$ cat config.mk
export PLATFORM = sky130hd
export DESIGN_NAME = register_file_32x32
export DESIGN_NICKNAME = d
export VERILOG_FILES = /design/src/rtl/register_file_32x32_pkg.sv /design/src/rtl/register_file_32x32_decoder_5to32.sv /design/src/rtl/register_file_32x32.sv
export SDC_FILE = /design/constraint.sdc
export NUM_CORES = 2
export LEC_CHECK = 0
export CAP_MARGIN = 25
export CORE_ASPECT_RATIO = 1.2
export CORE_MARGIN = 1
export CORE_UTILIZATION = 50
export DETAILED_ROUTE_END_ITERATION = 10
export PLACE_DENSITY_LB_ADDON = 0.12
export RECOVER_POWER = 25
export REMOVE_ABC_BUFFERS = 1
export SLEW_MARGIN = 5
export SYNTH_ARGS = -nofsm -noshare
export SYNTH_HDL_FRONTEND = slang
export SYNTH_SLANG_ARGS = --single-unit
export TNS_END_PERCENT = 100
$ cat constraint.sdc
create_clock -name clk -period 68.3 [get_ports clk]
set_clock_uncertainty 0.2 [all_clocks]
set_input_delay 10.245 -clock clk [delete_from_list [all_inputs] [get_ports clk]]
set_output_delay 10.245 -clock clk [all_outputs]
set_load 0.02 [all_outputs]
$ cat src/rtl/register_file_32x32_pkg.sv
`default_nettype none
// ============================================================================
// Module   : register_file_32x32_pkg
// Purpose  : Shared register-file constants, also used by the control unit
//            and the pipeline registers.
// Revision : 1.0 - initial release
// ============================================================================
package register_file_32x32_pkg;

    localparam int          REG_DATA_WIDTH  = 32;
    localparam int          REG_ADDR_WIDTH  = 5;
    localparam int          REG_ZERO_INDEX  = 0;
    localparam logic [31:0] REG_RESET_VALUE = 32'h0000_0000;

endpackage : register_file_32x32_pkg
`default_nettype wire

$ cat src/rtl/register_file_32x32_decoder_5to32.sv
`default_nettype none
// ============================================================================
// Module   : register_file_32x32_decoder_5to32
// Purpose  : Turns the write index plus write strobe into a one-hot
//            write-select vector, with the select bit for register 0 held low.
// Revision : 1.0 - initial release
// ============================================================================
module register_file_32x32_decoder_5to32
    import register_file_32x32_pkg::*;
#(
    parameter int ADDR_WIDTH = REG_ADDR_WIDTH
) (
    input  logic [ADDR_WIDTH-1:0]    addr,
    input  logic                     enable,
    output logic [2**ADDR_WIDTH-1:0] select
);

    always_comb begin
        select = '0;
        // Case equality keeps an unknown strobe from selecting anything in simulation
        if (enable === 1'b1) begin
            select[addr] = 1'b1;
        end
        select[REG_ZERO_INDEX] = 1'b0;
    end

endmodule : register_file_32x32_decoder_5to32
`default_nettype wire

$ cat src/rtl/register_file_32x32.sv
`default_nettype none
// ============================================================================
// Module   : register_file_32x32
// Purpose  : 32 x 32-bit register file with two combinational read ports,
//            one clocked write port and register 0 hardwired to zero.
//            Optional macro REGFILE_WRITE_BYPASS_EN adds write-through reads.
// Revision : 1.0 - initial release
// ============================================================================
module register_file_32x32
    import register_file_32x32_pkg::*;
#(
    parameter int DATA_WIDTH = REG_DATA_WIDTH,
    parameter int ADDR_WIDTH = REG_ADDR_WIDTH
) (
    input  logic                  clk,
    input  logic                  reset,
    input  logic [ADDR_WIDTH-1:0] readReg1,
    input  logic [ADDR_WIDTH-1:0] readReg2,
    input  logic [ADDR_WIDTH-1:0] writeReg,
    input  logic [DATA_WIDTH-1:0] writeData,
    input  logic                  writeEnable,
    output logic [DATA_WIDTH-1:0] readData1,
    output logic [DATA_WIDTH-1:0] readData2
);

    localparam int DEPTH = 2**ADDR_WIDTH;
    localparam logic [ADDR_WIDTH-1:0] c_zero_idx = ADDR_WIDTH'(REG_ZERO_INDEX);

    logic [DEPTH-1:0]      w_write_sel;
    logic                  w_unused_sel0;
    logic [DATA_WIDTH-1:0] r_regs [1:DEPTH-1];

    register_file_32x32_decoder_5to32 #(
        .ADDR_WIDTH (ADDR_WIDTH)
    ) u_decoder (
        .addr   (writeReg),
        .enable (writeEnable),
        .select (w_write_sel)
    );

    // Register 0 has no storage, so its select bit goes nowhere
    assign w_unused_sel0 = w_write_sel[0];

    generate
        for (genvar i = 1; i < DEPTH; i++) begin : g_regs
            always_ff @(posedge clk or posedge reset) begin
                if (reset) begin
                    r_regs[i] <= DATA_WIDTH'(REG_RESET_VALUE);
                end else if (w_write_sel[i]) begin
                    r_regs[i] <= writeData;
                end
            end
        end
    endgenerate

    always_comb begin
        readData1 = '0;
        readData2 = '0;
        if (readReg1 != c_zero_idx) begin
            readData1 = r_regs[readReg1];
        end
        if (readReg2 != c_zero_idx) begin
            readData2 = r_regs[readReg2];
        end
`ifdef REGFILE_WRITE_BYPASS_EN
        // Write-through lets decode see a value being written back this cycle
        if (!reset && (writeEnable === 1'b1) && (writeReg != c_zero_idx)) begin
            if (writeReg == readReg1) begin
                readData1 = writeData;
            end
            if (writeReg == readReg2) begin
                readData2 = writeData;
            end
        end
`endif
    end

endmodule : register_file_32x32
`default_nettype wire

### Word-level counts from Yosys, hierarchy flattened

Cells that the tools add are included.

| operators by class | value |
|---|---|
| add/sub/neg operators | 0 |
| multiply operators | 0 |
| div/mod/pow operators | 0 |
| $lt $le $gt $ge | 4 |
| equal/unequal tests | 1 |
| shifts and indexed selects | 0 |
| mux-type cells | 11 |
| bitwise logic cells | 2 |
| reductions and logical operators | 3 |

Operators with widths:

| kind | number |
|---|---|
| binary-select mux 32 bit (select 5 bit) | 2 |
| two-way mux 32 bit | 7 |
| >= comparator 6 bit (second input constant) | 2 |
| inverter 5 -> 6 bit | 2 |
| nonzero test 5 bit | 2 |
| less-than comparator 5 x 6 -> 1 bit (second input constant) | 1 |
| demux 1 bit (select 5 bit) | 1 |
| >= comparator 5 x 1 -> 1 bit (second input constant) | 1 |
| case equality test 1 bit (second input constant) | 1 |
| logical AND 1 bit | 1 |
| two-way mux 1 bit | 1 |

| storage, ports and cells | value |
|---|---|
| register bits | 992 |
| latch bits | 0 |
| RAM bits | 0 |
| memory bits (read-only) | 0 |
| bits of input ports | 50 |
| logic and storage cells | 52 |
| memories | 0 |

### Logic depth before layout (Yosys ltp)

| logic depth | value |
|---|---|
| depth after elaboration | 5 |
| mapped depth | 8 |

### Cells and area by module

Synthesis repeated with hierarchy kept, for this count alone.

| second synthesis, totals | value |
|---|---|
| cells, all modules | 3845 |
| area total of the unflattened synthesis | 53481.3 um2 |

By module, submodules not included:

| module | times used | cells each | area each (um2) | seq. area each (um2) |
|---|---|---|---|---|
| register_file_32x32 | 1 | 3797 | 53243.6 | 24823.8 |
| register_file_32x32_decoder_5to32 | 1 | 48 | 237.7 | 0.0 |

### Least setup slack after synthesis

Ideal clock, no wire load.

| path | value |
|---|---|
| kind | input to output |
| start | in readReg2[1] |
| end | out readData2[31] |
| data arrival time | 11.840 ns |
| data required time | 57.855 ns |
| path slack | 46.015 ns |
| stages | 8 |
| buffers on the path | 4 |
| cell sequence | buf_4 buf_6 buf_8 nand2_4 buf_2 o22ai_1 nor3_1 nor4_1 |

| on the way | value |
|---|---|
| word-level cells in the longest chain between the ends | 5 |
| elaborated cells on any way between the ends | 6 |
| those cells by class | mux: 4; bitwise: 1; reduce/logical: 1 |

Ends and longest elaborated chain:

| element | RTL line | text |
|---|---|---|
| start, declared | register_file_32x32.sv:18 | `input logic [ADDR_WIDTH-1:0] readReg2,` |
| inverter 5 -> 6 bit (not written as such) | register_file_32x32.sv:63 | `readData2 = r_regs[readReg2];` |
| binary-select mux 32 bit (select 5 bit) | register_file_32x32.sv:63 |  |
| two-way mux 32 bit (not written as such) (2 in a row) | register_file_32x32.sv:63 |  |
| two-way mux 32 bit * | register_file_32x32.sv:62 | `if (readReg2 != c_zero_idx) begin` |
| end, declared | register_file_32x32.sv:23 | `output logic [DATA_WIDTH-1:0] readData2` |

Mark *: on every way between the ends. The rest lies on a longest branch, timed or not. The select of a mux whose other input is x is not followed.

### Worst setup path in the final report

| path | value |
|---|---|
| start | in readReg2[1] |
| end | out readData2[3] |

The elaborated chain is that of the path after synthesis.

==> impl_summary.log <==
[metrics] run status: finished, violations left
[metrics] violations in the final reports: capacitance limit, slew limit
[metrics] count of cells resized by post-cts repair: 0
[metrics] leading registers by flop count: r_regs (992)
[metrics] switching share of power: 28.0%
[metrics] flip-flop count of the largest register after layout: 992
[metrics] Setup crit end kind: output pin
[metrics] violation count after the first detailed-route iteration: 3,164
[metrics] number of instances in the synthesized netlist: 4,356
[metrics] total routing resource utilization after global routing: 31.6%
[metrics] Placed Cells: 5,532
[metrics] slew of the pin with the lowest slew margin: 4200 ps
[metrics] pin count of the biggest net entering global routing: 130
[metrics] cells traversed along the worst timing path: buf_8, buf_4, nand2_4, buf_4, o22ai_1, nor4_1, a211oi_1, clkdlybuf4s50_1
[metrics] Crit path top cell by count: sky130_fd_sc_hd__buf_4
[metrics] number of enable flip-flop cells after synthesis: 0
[metrics] CTS Buf Count: 107
[metrics] part of the total power dissipated in sequential elements: between 40% and 50%
[metrics] final setup vio count: 0
[metrics] post-synthesis share of cell area spent on xor and xnor gates: 0%
[metrics] combined area of all synthesized cells: 54,600 sq um
[metrics] vias in the first global route: around 38k
[metrics] CP Launch Type: primary input
[metrics] share of async-settable or async-resettable flops after synthesis: 100%
[metrics] static leakage: 27.3 nW
[metrics] placed wire-length estimate: 93,200 microns
[metrics] synthesized-area fraction occupied by ao, oa, aoi and oai cells: 5.63%
[metrics] delay contributed by the slowest stage of the critical path: 770 ps
[metrics] maximum level of the CTS H-tree: 3
[metrics] largest driver fanout on the critical path: 57
[metrics] areal power density over the cells: ~29 nW/um^2
[metrics] WL/cell: 30.4 microns
[metrics] via-per-instance ratio: 6.54
[metrics] DRT Pass-1 Iters: 6
[metrics] Synthesis Warnings: 0
[metrics] antenna violations before repair: 3
[metrics] P_sw: 497 uW
[metrics] number of nets still failing antenna checks after routing: 0
[metrics] Max IR drop VDD: approximately 0.021 mV
[metrics] routability-driven placement congestion ratio: 0.802
[metrics] relative contribution of combinational cells to total power: 20.1%
[metrics] fin. max-slew vios: 667
[metrics] setup repair after global routing missed its margin: false
[metrics] cell internal power dissipation: roughly 1.3 mW
[metrics] DP Area: between 50,000 and 60,000 sq um
[metrics] type of the worst setup path: in2out
[metrics] Arrival @ worst endpoint: between 10,000 and 15,000 ps
[metrics] part of the Yosys area used for sequential elements: 45.5%
[metrics] number of max-cap violations: 12
[metrics] worst hold slack: 311 ps
[metrics] Die Width: 304 microns
[metrics] Top reg by flops: r_regs
[metrics] number of hold violations in the final report: 0
[metrics] Antenna Cells: 0
[metrics] leading cell types in the layout, fill and taps excluded: 1,031 x sky130_fd_sc_hd__mux2_2, 992 x sky130_fd_sc_hd__dfrtp_1, 768 x sky130_fd_sc_hd__mux2i_1
[metrics] Final Net Count: 4,312
[metrics] slowest stage cell on the critical path: sky130_fd_sc_hd__buf_4
[metrics] final cell count without fillers: about 5.8k
[metrics] area of the core region: 108,000 sq um
[metrics] CP bufs+invs: 4
[metrics] number of filler cells placed in the layout: 9,033
[metrics] register bit count reported by yosys: 992
[metrics] clock net sink count: roughly 990
[metrics] utilization after layout: between 50% and 60%
[metrics] final worst path period share: ~36%
[metrics] CP delay by family, top: buffers and inverters
[metrics] DRC violation count after routing: 0
[metrics] post-synthesis share of cell area spent on and, or, nand and nor gates: 6.08%
[metrics] clock tree root buffer cell: sky130_fd_sc_hd__clkbuf_16
[metrics] dominant synthesized flop cell: sky130_fd_sc_hd__dfrtp_1
[metrics] synthesized-area fraction occupied by adder cells: 0%
[metrics] fraction of layout instances using a drive strength above 1: 34.4%
[metrics] worst hold path type: reg2reg
[metrics] multiplexer area fraction after synthesis: about two fifths
[metrics] Avg Inst Size Synth: 12.5 sq um
[metrics] grt total ovfl: 0
[metrics] worst max-slew margin expressed relative to the limit: -182%
[metrics] source-to-sink clock delay at the later pin of the worst-skew pair: 700 ps
[metrics] clock transition at the registers of the reported paths: 60 ps
[metrics] Register Area: 24,800 sq um
[metrics] wirelength, routed: 175,000 microns
[metrics] fin crit period: 24,910 ps
[metrics] CTS Hold Buffers Added: 0
[metrics] Multi-input gate area: 27,600 sq um
[metrics] PortBufs: ~110
[metrics] via count: 37.7k
[metrics] largest family of logic cells by synthesized area: multiplexers
[metrics] TritonCTS clock tree: built
[metrics] critical path required time: 57,860 ps
[metrics] area of the die: around 110,000 sq um
[metrics] number of distinct standard cells referenced by the synthesized netlist: 39
[metrics] effective utilization at floorplan: about half
[metrics] maximum buffer depth of the clock tree: 3
[metrics] wire length of the first global-routing pass: 258,000 microns
[metrics] area growth from synthesis to final layout: 10.4%
[metrics] part of the total power dissipated in the clock network: 35.5%
[metrics] Vert. Die Dim: 364 microns
[metrics] Design Area, Final: 60,300 sq um
[metrics] top-level I/O count: roughly 110
[metrics] total number of placement rows: ~130
[metrics] commonest non-fill, non-tap cell in the layout: sky130_fd_sc_hd__mux2_2
[metrics] setup repair bufs after CTS: 0
[metrics] achievable frequency: roughly 40 MHz
[metrics] final sum of negative setup slack: 0 ps
==> cell families after synthesis <==
| kind of cell | Yosys count |
|---|---|
| buffers and inverters | 438 |
| multiplexers | 1890 |
| flip-flops | 992 |
| AND/OR/NAND/NOR | 650 |
| AO/OA/AOI/OAI | 386 |
==> path summary, 6_finish.rpt <==
kind | cells past startpoint | slack (ps) | endpoint | from
max | 8 | 43390 | readData2[3] | readReg2[1]
min | 1 | 310 | r_regs[374]$_DFFE_PP0P_ | r_regs[374]$_DFFE_PP0P_
max reg2reg | 1 | 67260 | r_regs[780]$_DFFE_PP0P_ | r_regs[780]$_DFFE_PP0P_
min reg2reg | 1 | 310 | r_regs[374]$_DFFE_PP0P_ | r_regs[374]$_DFFE_PP0P_
max in group asynchronous | 6 | 50870 | r_regs[399]$_DFFE_PP0P_ | reset
min in group asynchronous | 2 | 11040 | r_regs[398]$_DFFE_PP0P_ | reset
==> routing by layer <==
| layer | global-route usage, % | wire length (microns) | vias to the layer above |
|---|---|---|---|
| li1 | - | - | 16000 |
| met1 | 43.7 | 76400 | 20000 |
| met2 | 51.2 | 82500 | 1323 |
| met3 | 4.59 | 11100 | 301 |
| met4 | 10.3 | 5130 | 2 |
| met5 | 0 | 6 | - |
==> area by class of cell <==
type | count | share of cell area, %
clock buffer | 170 | 5.63
tap | 1407 | 2.92
timing repair buffer | 234 | 3.81
sequential | 992 | 41.2
multi-input combinational | 2926 | 45.7
clock inverter | 29 | 0.747
inverter | 1 | 0.00830
==> through the flow <==
| step | power [mW] | setup slack [ps] |
|---|---|---|
| 6_report | 1.78 | 43390 |
| 2_1_floorplan | 1.03 | 29950 |
| 3_5_place_dp | 1.15 | 43450 |
| 5_1_grt | 1.85 | 43290 |
| 4_1_cts | 1.78 | 43450 |
| 3_3_place_gp | 1.14 | 43450 |
==> power groups by stage <==
stage               clock, mW  sequential [mW]  combinational (mW)
floorplan                   0            0.774               0.252
CTS                     0.640            0.785               0.354
detailed placement          0            0.795               0.353
global route            0.664            0.804               0.385
global placement            0            0.789               0.347
finish                  0.631            0.788               0.356
==> Yosys cell counts, types with 2 or more instances <==
cell,count,area share (%)
sky130_fd_sc_hd__or2_1,2,0.023
sky130_fd_sc_hd__nor4_1,64,0.73
sky130_fd_sc_hd__nor2_2,6,0.069
sky130_fd_sc_hd__o22ai_1,194,2.2
sky130_fd_sc_hd__buf_8,3,0.082
sky130_fd_sc_hd__o2111a_1,2,0.041
sky130_fd_sc_hd__mux2_2,1032,21
sky130_fd_sc_hd__nand3b_1,8,0.11
sky130_fd_sc_hd__nor3_1,67,0.61
sky130_fd_sc_hd__mux4_2,62,2.6
sky130_fd_sc_hd__nand2b_1,70,0.80
sky130_fd_sc_hd__clkbuf_1,183,1.3
sky130_fd_sc_hd__or2_2,3,0.034
sky130_fd_sc_hd__a41oi_1,2,0.032
sky130_fd_sc_hd__nor2b_1,2,0.023
sky130_fd_sc_hd__a221o_1,62,1.1
sky130_fd_sc_hd__clkbuf_4,2,0.027
sky130_fd_sc_hd__a211oi_1,11,0.15
sky130_fd_sc_hd__a22oi_1,64,0.88
sky130_fd_sc_hd__nor2_1,129,0.89
sky130_fd_sc_hd__nor2_4,10,0.21
sky130_fd_sc_hd__dfrtp_1,992,45
sky130_fd_sc_hd__nand2_1,146,1.0
sky130_fd_sc_hd__buf_4,79,1.1
sky130_fd_sc_hd__a211oi_2,51,1.2
sky130_fd_sc_hd__and3b_1,3,0.048
sky130_fd_sc_hd__nand3_1,68,0.62
sky130_fd_sc_hd__mux2i_1,768,14
sky130_fd_sc_hd__mux2_1,28,0.58
sky130_fd_sc_hd__nand2_4,2,0.041
sky130_fd_sc_hd__nand4_1,62,0.71
sky130_fd_sc_hd__buf_2,140,1.3
sky130_fd_sc_hd__nor3b_2,4,0.092
sky130_fd_sc_hd__nor3b_1,2,0.027
sky130_fd_sc_hd__buf_6,29,0.60
Power figures use the tool's default switching activity.
